<file path="src/rtl/div_pkg.sv">
// ---------------------------------------------------------------------------
// div_pkg -- shared constants for the signed restoring divider.
//
// Contents:
//   DIV_WIDTH        operand width the constants below are sized for
//   ITER             number of quotient-bit iterations (one per bit)
//   IDLE/RUN/DONE    FSM state encoding (2-bit, legacy-compatible constants)
//   MIN_NEG/NEG_ONE  operand pair that overflows signed division
//
// Imported by divider and div_step with import div_pkg::*.
// ---------------------------------------------------------------------------
package div_pkg;

    localparam int DIV_WIDTH = 32;
    localparam int ITER      = DIV_WIDTH;

    localparam logic [1:0] IDLE = 2'b00;
    localparam logic [1:0] RUN  = 2'b01;
    localparam logic [1:0] DONE = 2'b10;

    // -2^31 / -1 has no 32-bit signed quotient; it is flagged as overflow.
    localparam logic [DIV_WIDTH-1:0] MIN_NEG = 32'h8000_0000;
    localparam logic [DIV_WIDTH-1:0] NEG_ONE = 32'hFFFF_FFFF;

endpackage

</file>
<file path="src/rtl/div_step.sv">
// ---------------------------------------------------------------------------
// div_step -- one combinational restoring-division iteration.
//
// The remainder:quotient register is shifted left by one, |divisor| is
// trial-subtracted from the upper (remainder) half, and the difference is
// kept with quotient LSB=1 when it is non-negative; otherwise the shifted
// remainder is kept (restored) and the quotient LSB stays 0.
//
// Ports:
//   rq_in   [2*WIDTH:0]  remainder (upper WIDTH+1 bits) : quotient (lower WIDTH)
//   dvs     [WIDTH:0]    divisor magnitude (WIDTH+1 bits so 2^31 fits)
//   rq_out  [2*WIDTH:0]  register value after this iteration
// ---------------------------------------------------------------------------
module div_step
    import div_pkg::*;
#(
    parameter int WIDTH = DIV_WIDTH
) (
    input  logic [2*WIDTH:0] rq_in,
    input  logic [WIDTH:0]   dvs,
    output logic [2*WIDTH:0] rq_out
);

    logic [2*WIDTH+1:0] shifted;
    logic [WIDTH+1:0]   upper;
    logic [WIDTH+1:0]   diff;

    always_comb begin
        shifted = {rq_in, 1'b0};
        // The remainder is always below |divisor| <= 2^31, so after the shift
        // it still fits in WIDTH+1 bits; one extra bit carries the sign of the
        // trial subtraction.
        upper   = shifted[2*WIDTH+1:WIDTH];
        diff    = upper - {1'b0, dvs};
        if (!diff[WIDTH+1]) begin
            rq_out = {diff[WIDTH:0], shifted[WIDTH-1:1], 1'b1};
        end else begin
            rq_out = shifted[2*WIDTH:0];
        end
    end

endmodule

</file>
<file path="src/rtl/divider.sv">
// ---------------------------------------------------------------------------
// divider -- multi-cycle signed 32-bit divider (restoring, radix-2).
//
// Computes dividend / divisor with the quotient truncated toward zero. The
// operands are converted to magnitudes when start is accepted, one quotient
// bit is produced per clock, and the sign is applied on the cycle that
// enters DONE.
//
// Latency: start sampled at edge E0, iterations on E1..E32, sign correction
// and ready on E33. Divide-by-zero and the -2^31 / -1 overflow finish at E1
// with exception=1.
//
// Ports:
//   clk         clock, rising edge
//   clr         asynchronous active-high reset; clears all state
//   start       one-cycle request, accepted in IDLE or DONE, ignored in RUN
//   dividend    signed numerator, sampled at acceptance only
//   divisor     signed denominator, sampled at acceptance only
//   result      signed quotient, valid while ready=1, 0 while running
//   exception   divide-by-zero / overflow flag, valid while ready=1
//   ready       high in DONE until the next accepted start or clr
//   remainder   signed remainder (only when DIVIDER_REMAINDER_EN is defined),
//               sign follows the dividend, 0 on exception
//   state_dbg   current FSM state (IDLE/RUN/DONE encoding from div_pkg)
//
// Handshake: start is a request pulse with no backpressure. It is taken on a
// rising edge whenever the FSM is in IDLE or DONE (including the cycle where
// ready=1, which drops on that same edge) and is ignored in RUN and while clr
// is high. ready=1 marks result/exception (and remainder) as valid and they
// hold until the next accepted start.
//
// Configuration macro: DIVIDER_REMAINDER_EN adds the remainder output and
// its sign-fix logic.
// ---------------------------------------------------------------------------
module divider
    import div_pkg::*;
#(
    parameter int WIDTH = DIV_WIDTH
) (
    input  logic             clk,
    input  logic             clr,
    input  logic             start,
    input  logic [WIDTH-1:0] dividend,
    input  logic [WIDTH-1:0] divisor,
    output logic [WIDTH-1:0] result,
    output logic             exception,
    output logic             ready,
`ifdef DIVIDER_REMAINDER_EN
    output logic [WIDTH-1:0] remainder,
`endif
    output logic [1:0]       state_dbg
);

    localparam int             CW   = $clog2(ITER + 1);
    localparam logic [CW-1:0]  LAST = CW'(ITER);

    logic [1:0]       state;
    logic [CW-1:0]    cnt;
    logic [2*WIDTH:0] rq;
    logic [2*WIDTH:0] rq_next;
    logic [WIDTH:0]   dvs_mag;
    logic             q_neg;
    logic             dz;
    logic             ovf;
`ifdef DIVIDER_REMAINDER_EN
    logic             r_neg;
    logic [WIDTH-1:0] rem_mag;
`endif

    // Operand magnitudes in WIDTH+1 bits: -2^31 sign-extends to 33 bits and
    // negates to the unsigned value 2^31 without wrapping.
    logic [WIDTH:0]   dd_ext;
    logic [WIDTH:0]   dv_ext;
    logic [WIDTH:0]   dd_mag;
    logic [WIDTH:0]   dv_mag;
    logic [WIDTH-1:0] q_bits;

    always_comb begin
        dd_ext = {dividend[WIDTH-1], dividend};
        dv_ext = {divisor[WIDTH-1], divisor};
        dd_mag = dd_ext[WIDTH] ? -dd_ext : dd_ext;
        dv_mag = dv_ext[WIDTH] ? -dv_ext : dv_ext;
        q_bits = rq[WIDTH-1:0];
    end

`ifdef DIVIDER_REMAINDER_EN
    // The final remainder is below |divisor| <= 2^31, so WIDTH bits suffice.
    always_comb begin
        rem_mag = rq[2*WIDTH-1:WIDTH];
    end
`endif

    div_step #(
        .WIDTH (WIDTH)
    ) u_step (
        .rq_in  (rq),
        .dvs    (dvs_mag),
        .rq_out (rq_next)
    );

    always_ff @(posedge clk or posedge clr) begin
        if (clr) begin
            state     <= IDLE;
            cnt       <= '0;
            rq        <= '0;
            dvs_mag   <= '0;
            q_neg     <= 1'b0;
            dz        <= 1'b0;
            ovf       <= 1'b0;
            result    <= '0;
            exception <= 1'b0;
            ready     <= 1'b0;
`ifdef DIVIDER_REMAINDER_EN
            r_neg     <= 1'b0;
            remainder <= '0;
`endif
        end else begin
            case (state)
                IDLE, DONE: begin
                    if (start) begin
                        state     <= RUN;
                        cnt       <= '0;
                        // dd_mag[WIDTH] is always 0; it lands in the remainder
                        // LSB, which must start at zero anyway.
                        rq        <= {{WIDTH{1'b0}}, dd_mag};
                        dvs_mag   <= dv_mag;
                        q_neg     <= dividend[WIDTH-1] ^ divisor[WIDTH-1];
                        dz        <= (divisor == '0);
                        ovf       <= (dividend == MIN_NEG) && (divisor == NEG_ONE);
                        result    <= '0;
                        exception <= 1'b0;
                        ready     <= 1'b0;
`ifdef DIVIDER_REMAINDER_EN
                        r_neg     <= dividend[WIDTH-1];
                        remainder <= '0;
`endif
                    end
                end

                RUN: begin
                    if (dz || ovf) begin
                        // Early-out: the quotient is not computed at all.
                        state     <= DONE;
                        result    <= dz ? '0 : MIN_NEG;
                        exception <= 1'b1;
                        ready     <= 1'b1;
`ifdef DIVIDER_REMAINDER_EN
                        remainder <= '0;
`endif
                    end else if (cnt == LAST) begin
                        // All quotient bits done: apply signs and publish.
                        state     <= DONE;
                        result    <= q_neg ? -q_bits : q_bits;
                        exception <= 1'b0;
                        ready     <= 1'b1;
`ifdef DIVIDER_REMAINDER_EN
                        remainder <= r_neg ? -rem_mag : rem_mag;
`endif
                    end else begin
                        rq  <= rq_next;
                        cnt <= cnt + CW'(1);
                    end
                end

                default: begin
                    state <= IDLE;
                end
            endcase
        end
    end

    assign state_dbg = state;

endmodule

</file>
<file path="config.mk">
export PLATFORM = sky130hd
export DESIGN_NAME = divider
export DESIGN_NICKNAME = d
export VERILOG_FILES = /design/src/rtl/div_pkg.sv /design/src/rtl/div_step.sv /design/src/rtl/divider.sv
export SDC_FILE = /design/constraint.sdc
export NUM_CORES = 1
export LEC_CHECK = 0
export ABC_AREA = 1
export BUFFER_PORTS_ARGS = -buffer_cell sky130_fd_sc_hd__buf_2
export CAP_MARGIN = 10
export CORE_ASPECT_RATIO = 1.75
export CORE_MARGIN = 2
export CORE_UTILIZATION = 55
export DETAILED_ROUTE_END_ITERATION = 16
export GPL_TIMING_DRIVEN = 0
export HOLD_SLACK_MARGIN = 0.15
export PLACE_DENSITY = 0.78
export SYNTH_ARGS = -nofsm -noshare
export SYNTH_HDL_FRONTEND = slang
export SYNTH_SLANG_ARGS = --single-unit
</file>
<file path="constraint.sdc">
create_clock -name clk -period 4.4 [get_ports clk]
set_input_delay 0.88 -clock clk [delete_from_list [all_inputs] [get_ports clk]]
set_output_delay 0.88 -clock clk [all_outputs]
set_load 0.005 [all_outputs]
</file>
==> flow_metrics.py, run 1 <==
metrics = {
    "run_status": {
        "status": "finished, final reports clean",
    },
    "place": {
        "io_buffer_count": 100,
        "place_area_sq_um": 12400,
        "dp_hpwl_mm": 35.8,
        "gp_congestion": 1.02,
    },
    "timing": {
        "hold_violations": 0,
        "grt_setup_unrepaired": "no",
        "setup_viol": 0,
        "worstMarginPinSlew_ps": 907,
        "post-route-min-period_ps": 3190,
        "setup_tns_ps": 0,
        "relSlewSlack_pct": 39.6,
        "fin_worst_skew_ps": 12.5,
        "fmax_mhz": 314,
        "slew_violations": 0,
        "period_share_pct": 72.4,
    },
    "yosys": {
        "ys_warn_count": 0,
        "syn_avg_cell_area_sq_um": 6.34,
        "synth_mux_area_share_pct": 0,
        "synth_top_family_by_area": "simple AND/OR/NAND/NOR gates",
        "yosys.area_share.simple_pct": 38.4,
        "synth_edf_count": 0,
        "synth_nets": 1925,
        "synthArstFlopShare_pct": 100,
        "synth-xor-area-share_pct": 4.10,
        "synth-adder-area-share_pct": 4.41,
        "synth-compound-area-share_pct": 10.5,
        "yosysUniqueCellTypes": 48,
        "synth_flop_cell": "dfrtp_1",
        "syn-cell-area_sq_um": 11500,
        "ys_seq_area_share_pct": 31.0,
        "ys_seq_elements": 143,
        "synthCells": 1818,
    },
    "clock_tree": {
        "cts_tree": "done",
        "cts_inserted_buffers": 17,
        "clockBufferDepth": 2,
        "post-cts-setup-buffers": 0,
        "cts.sink_count": 143,
        "cts-root-buf": "clkbuf_16",
        "clk_pin_slew_worst_paths_ps": 60,
        "cts_max_level": 4,
        "clock_latency_ps": 440,
        "cts_hold_buf": 0,
        "cts_resized": 0,
    },
    "detailed_routing": {
        "final_antenna_net_count": 0,
        "drc": 0,
        "num_vias": 12500,
        "first_iter_violations": 713,
        "post_drt_wl_per_cell_um": 19.9,
        "dr.pass1.iters": 8,
        "viasPerCell": 5.67,
        "wl_mm": 44.0,
    },
    "critical_path": {
        "critPathSlowestCell": "nor3_2",
        "max_stage_delay_ps": 600,
        "cp.required_ps": 4720,
        "cpMostUsedCell": "nand2_1",
        "criticalPathCategory": "in -> reg",
        "end_kind": "flop",
        "crit_arrival_ps": 3500,
        "path_cells": "buf_2 > inv_1 > ha_1 > inv_1 > nor3_2 > nand2_1 > nor2_1 > nand2_1 > nor2_1 > nand3_1 > nand2_1 > nand2_1 > nand3_1 > o21ai_0",
        "worstPathMaxFanout": 6,
        "ff2ff_path_depth": 17,
        "cp-start-kind": "primary input",
    },
    "floorplan": {
        "core_sq_um": 20800,
        "initial_core_util_pct": 55.5,
        "die_width_um": 113,
        "rows": 70,
        "die_area_sq_um": 22200,
        "ioPinCount": 103,
        "die_h_um": 196,
    },
    "cells_and_area": {
        "syn_to_final_growth_pct": 13.0,
        "layout_common_cells": "575 x nand2_1, 283 x inv_1, 178 x nand3_1",
        "nFillCells": 2029,
        "drive_gt1_share_pct": 10.2,
        "design_area_sq_um": 13000,
        "layout_commonest_cell": "nand2_1",
        "fin_nets": 2047,
    },
    "pwr": {
        "p_per_area_nw_per_um2": 862,
        "leakage_nw": 6.94,
        "peakVddDrop_uv": 425,
    },
    "hold_path": {
        "hold-path-cell-count": 2,
        "min_path_type": "reg -> reg",
    },
    "global_routing": {
        "grt_pass1_wl_mm": 66.4,
        "antenna_found_initial": 6,
        "grt_max_degree": 45,
        "grtUsageTotal_pct": 40.3,
        "overflow": 0,
        "grt_pass1_vias": 12700,
    },
    "flow_run": {
        "cap_viol_max_count": 0,
    },
}
-- sequential cells by signal, summed over array words and instances, names as in the netlist --
register   cells
rq            65
state_dbg      2
cnt            6
result        32
dvs_mag       33
ovf            1
q_neg          1
ready          1
exception      1
dz             1
-- metal layers --
metal  up-vias  part of all wire, %  GRT usage, %
met2       504                   52          72.9
li1       6040                    -             -
met5         -                0.068             0
met1      5743                   31          34.7
met3       239                  4.6          7.70
met4         4                   12          41.9
-- worst max-delay path, delay by kind of cell --
kind	cells	cell delay, ps
adders and majority gates	1	160
buffers and inverters	3	280
and+or+nand+nor	9	2090
AOI/OAI and AO/OA	1	90
-- final cells by class --
cell class              instances  area, sq um  area share, %
multi-input cells            1332         6630           50.9
inverters                     294         1110           8.50
flip-flops and latches        143         3580           27.5
clock buffers                  21          470           3.61
clock inverters                10          136           1.05
well taps                     252          315           2.42
plain buffers                  49          219           1.68
repair buffers                103          561           4.30
diodes                          4         10.0         0.0768
-- power by group --
group	leakage (nW)	internal [mW]	switching (mW)
logic	4.87	2.46	4.74
clock network	0.291	0.930	0.584
registers	1.78	1.97	0.544
total	6.94	5.36	5.87
-- metrics by stage --
| step | util (%) | power, mW | hold WS [ps] | setup WS, ps | std cells |
|---|---|---|---|---|---|
| 6_report | 62.8 | 11.2 | 480 | 1210 | 2208 |
| 5_1_grt | 62.7 | 12.2 | 489 | 1120 | 2204 |
| 4_1_cts | 62.7 | 11.1 | 479 | 1470 | 2204 |
| 3_5_place_dp | 59.8 | 9.57 | 466 | 1040 | 2173 |
| 3_3_place_gp | 59.5 | 9.45 | 451 | 839 | 2170 |
| 2_1_floorplan | - | 7.46 | 434 | 1730 | 1818 |
-- logic make-up after synthesis --
| family | after synthesis |
|---|---|
| and+or+nand+nor | 1033 |
| DFF | 143 |
| adders and majority gates | 40 |
| buffers and inverters | 343 |
| xor gates and xnor gates | 54 |
| AOI/OAI and AO/OA | 205 |
-- path summary, 6_finish.rpt --
check	from	end	slack, ps
min in group asynchronous	clr	dvs_mag[9]	490
setup / recovery	divisor[1]	dvs_mag[18]	1210
hold reg to reg	result[12]	result[12]	480
hold / removal	result[12]	result[12]	480
setup reg to reg	rq[31]	rq[64]	1470
max in group asynchronous	clr	rq[6]	3020
-- cells in the mapped netlist (7+ instances only) --
master	number	area share, %
nand2_1	575	19
o22ai_1	16	0.87
xor2_1	37	2.8
o21bai_1	12	0.78
nor2_1	163	5.3
inv_1	284	9.2
nor2_2	7	0.38
clkbuf_1	29	0.94
buf_2	7	0.30
buf_1	9	0.29
nand3_1	178	7.7
dfrtp_1	143	31
o21ai_0	81	3.5
o221ai_1	17	1.3
nand4_1	39	2.1
xnor2_1	17	1.3
a21oi_1	52	2.3
inv_2	10	0.33
nor3_1	28	1.2
nand2_2	17	0.92
ha_1	39	4.2
Note: power is estimated with default switching activity, not from simulation.
==> run 2, diff against run 1 <==
- CORE_UTILIZATION: 55 -> 60
- PLACE_DENSITY: 0.78 -> 0.8
- clock period: 4.4 -> 3.1 ns (I/O delays scaled with it)
==> run 2 against run 1 <==
Net effect:
- cell area did not move
- via count rose by 2.9%
- wire length rose by 1.7%
- largest power group unchanged
==> flow_metrics.py, run 2 (same netlist as run 1, synthesis figures left out) <==
metrics = {
    "pwr": {
        "pwr-share-clk_pct": 13.2,
        "p_sw_share_pct": 53.0,
        "leakage_nw": 6.94,
        "seqPwrFrac_pct": 22.3,
        "peakVddDrop_uv": 755,
        "p_per_area_nw_per_um2": 1230,
        "pwr-share-comb_pct": 64.5,
        "p_int_mw": 7.57,
        "switchingPower_mw": 8.52,
    },
    "timing": {
        "relSlewSlack_pct": 37.1,
        "period_share_pct": 95.4,
        "post-route-min-period_ps": 2960,
        "fin_worst_skew_ps": 10.7,
        "grt_setup_unrepaired": "no",
        "setup_viol": 0,
        "worstMarginPinSlew_ps": 944,
        "hold_violations": 0,
        "slew_violations": 0,
        "fmax_mhz": 338,
    },
    "place": {
        "io_buffer_count": 100,
        "place_area_sq_um": 12400,
        "dp_hpwl_mm": 35.0,
        "gp_congestion": 1.04,
        "placedCellCount": 2162,
    },
    "clock_tree": {
        "clock_latency_ps": 440,
        "post-cts-setup-buffers": 0,
        "cts_tree": "done",
        "cts_inserted_buffers": 17,
        "cts_hold_buf": 0,
        "cts_max_level": 4,
        "cts.sink_count": 143,
        "clk_pin_slew_worst_paths_ps": 60,
        "cts-root-buf": "clkbuf_16",
        "clockBufferDepth": 2,
    },
    "critical_path": {
        "critPathSlowestCell": "dfrtp_1",
        "max_stage_delay_ps": 420,
        "cp.required_ps": 3430,
        "end_kind": "flop",
        "worstPathMaxFanout": 5,
        "timing.critical_path.buf_inv": 3,
        "cpMostUsedCell": "nand2_1",
        "criticalPathCategory": "reg -> reg",
        "critPathTopFamily": "simple AND/OR/NAND/NOR gates",
        "crit_arrival_ps": 3290,
        "path_cells": "inv_1 > ha_1 > fa_1 > inv_1 > nand3_1 > nand3_2 > nand2_1 > nand2_1 > nand2_1 > nand2_1 > nand2_1 > nand3_1 > nand2_1 > inv_1 > nand2_1 > nand2_1 > nand2_1",
        "cp-start-kind": "flop",
    },
    "floorplan": {
        "die_h_um": 187,
        "initial_core_util_pct": 60.6,
        "die_width_um": 109,
        "ioPinCount": 103,
        "rows": 67,
        "die_area_sq_um": 20400,
        "core_sq_um": 19000,
    },
    "flow_run": {
        "cap_viol_max_count": 0,
    },
    "detailed_routing": {
        "first_iter_violations": 987,
        "wl_mm": 44.8,
        "drc": 0,
        "dr.pass1.iters": 6,
        "num_vias": 12900,
        "post_drt_wl_per_cell_um": 20.4,
        "final_antenna_net_count": 0,
        "viasPerCell": 5.86,
    },
    "cells_and_area": {
        "drive_gt1_share_pct": 10.3,
        "regMostFlops": "rq",
        "layout_common_cells": "574 x nand2_1, 283 x inv_1, 177 x nand3_1",
        "design_area_sq_um": 13000,
        "fin_cells": 2200,
        "layout_commonest_cell": "nand2_1",
        "largest_reg_flops": 65,
        "fin_nets": 2047,
        "syn_to_final_growth_pct": 13.0,
        "top_regs": "rq x65, dvs_mag x33, result x32",
    },
    "global_routing": {
        "overflow": 0,
        "antenna_found_initial": 6,
        "grt_pass1_vias": 12700,
        "grt_max_degree": 45,
        "grtUsageTotal_pct": 45.0,
        "grt_pass1_wl_mm": 66.9,
    },
    "run_status": {
        "status": "finished, final reports clean",
    },
    "hold_path": {
        "min_path_type": "in -> async",
    },
}
-- run 2: path summary, 6_finish.rpt --
path | from | to | slack, ps | depth (start not counted)
setup / recovery | rq[31] | rq[62] | 140 | 17
hold / removal | clr | result[26] | 270 | 2
setup reg to reg | rq[31] | rq[62] | 140 | 17
hold reg to reg | result[26] | result[26] | 480 | 2
max in group asynchronous | clr | rq[1] | 1950 | 4
min in group clk | start | state_dbg[1] | 420 | 2
-- run 2: cell type report --
type	count	area, sq um
Antenna cell	6	15.0
Buffer	49	219
Clock buffer	20	437
Clock inverter	12	163
Fill cell	1729	6000
Inverter	294	1110
Multi-Input combinational cell	1332	6650
Sequential cell	143	3580
Tap cell	241	302
Timing Repair Buffer	103	561
-- run 2: per-stage QoR --
stage          setup slack (ps)  TNS (ps)  utilization [%]  power, mW  hold WS [ps]
6_report                    143         0             68.5       16.1           267
5_1_grt                    67.7         0             68.4       17.3           315
4_1_cts                     208         0             68.3       15.8           273
3_5_place_dp              -79.8      -116             65.1       13.5           468
3_3_place_gp               -160    -21000             64.8       13.3           453
2_1_floorplan               689         0                -       10.6           434
-- run 2: metal layers --
layer | global-route usage, % | vias to the layer above | routed length, um
met2 | 77.9 | 652 | 22800
met3 | 9.76 | 267 | 2800
li1 | - | 6060 | -
met4 | 47.8 | 0 | 5650
met1 | 39.5 | 5920 | 13500
met5 | 0 | - | 0
-- run 2: timing repair --
action,4_1_cts,5_1_grt
setup endpoints to repair,0,7
hold endpoints to repair,0,0
gates resized for setup,0,4
-- run 2: power groups by stage --
stage | Clock, mW | Combinational, mW | Sequential (mW)
after global placement | 0 | 9.78 | 3.52
final | 2.12 | 10.4 | 3.59
after detailed placement | 0 | 9.99 | 3.54
after global routing | 2.19 | 11.5 | 3.64
after CTS | 2.12 | 10.1 | 3.53
after floorplan | 0 | 7.28 | 3.31
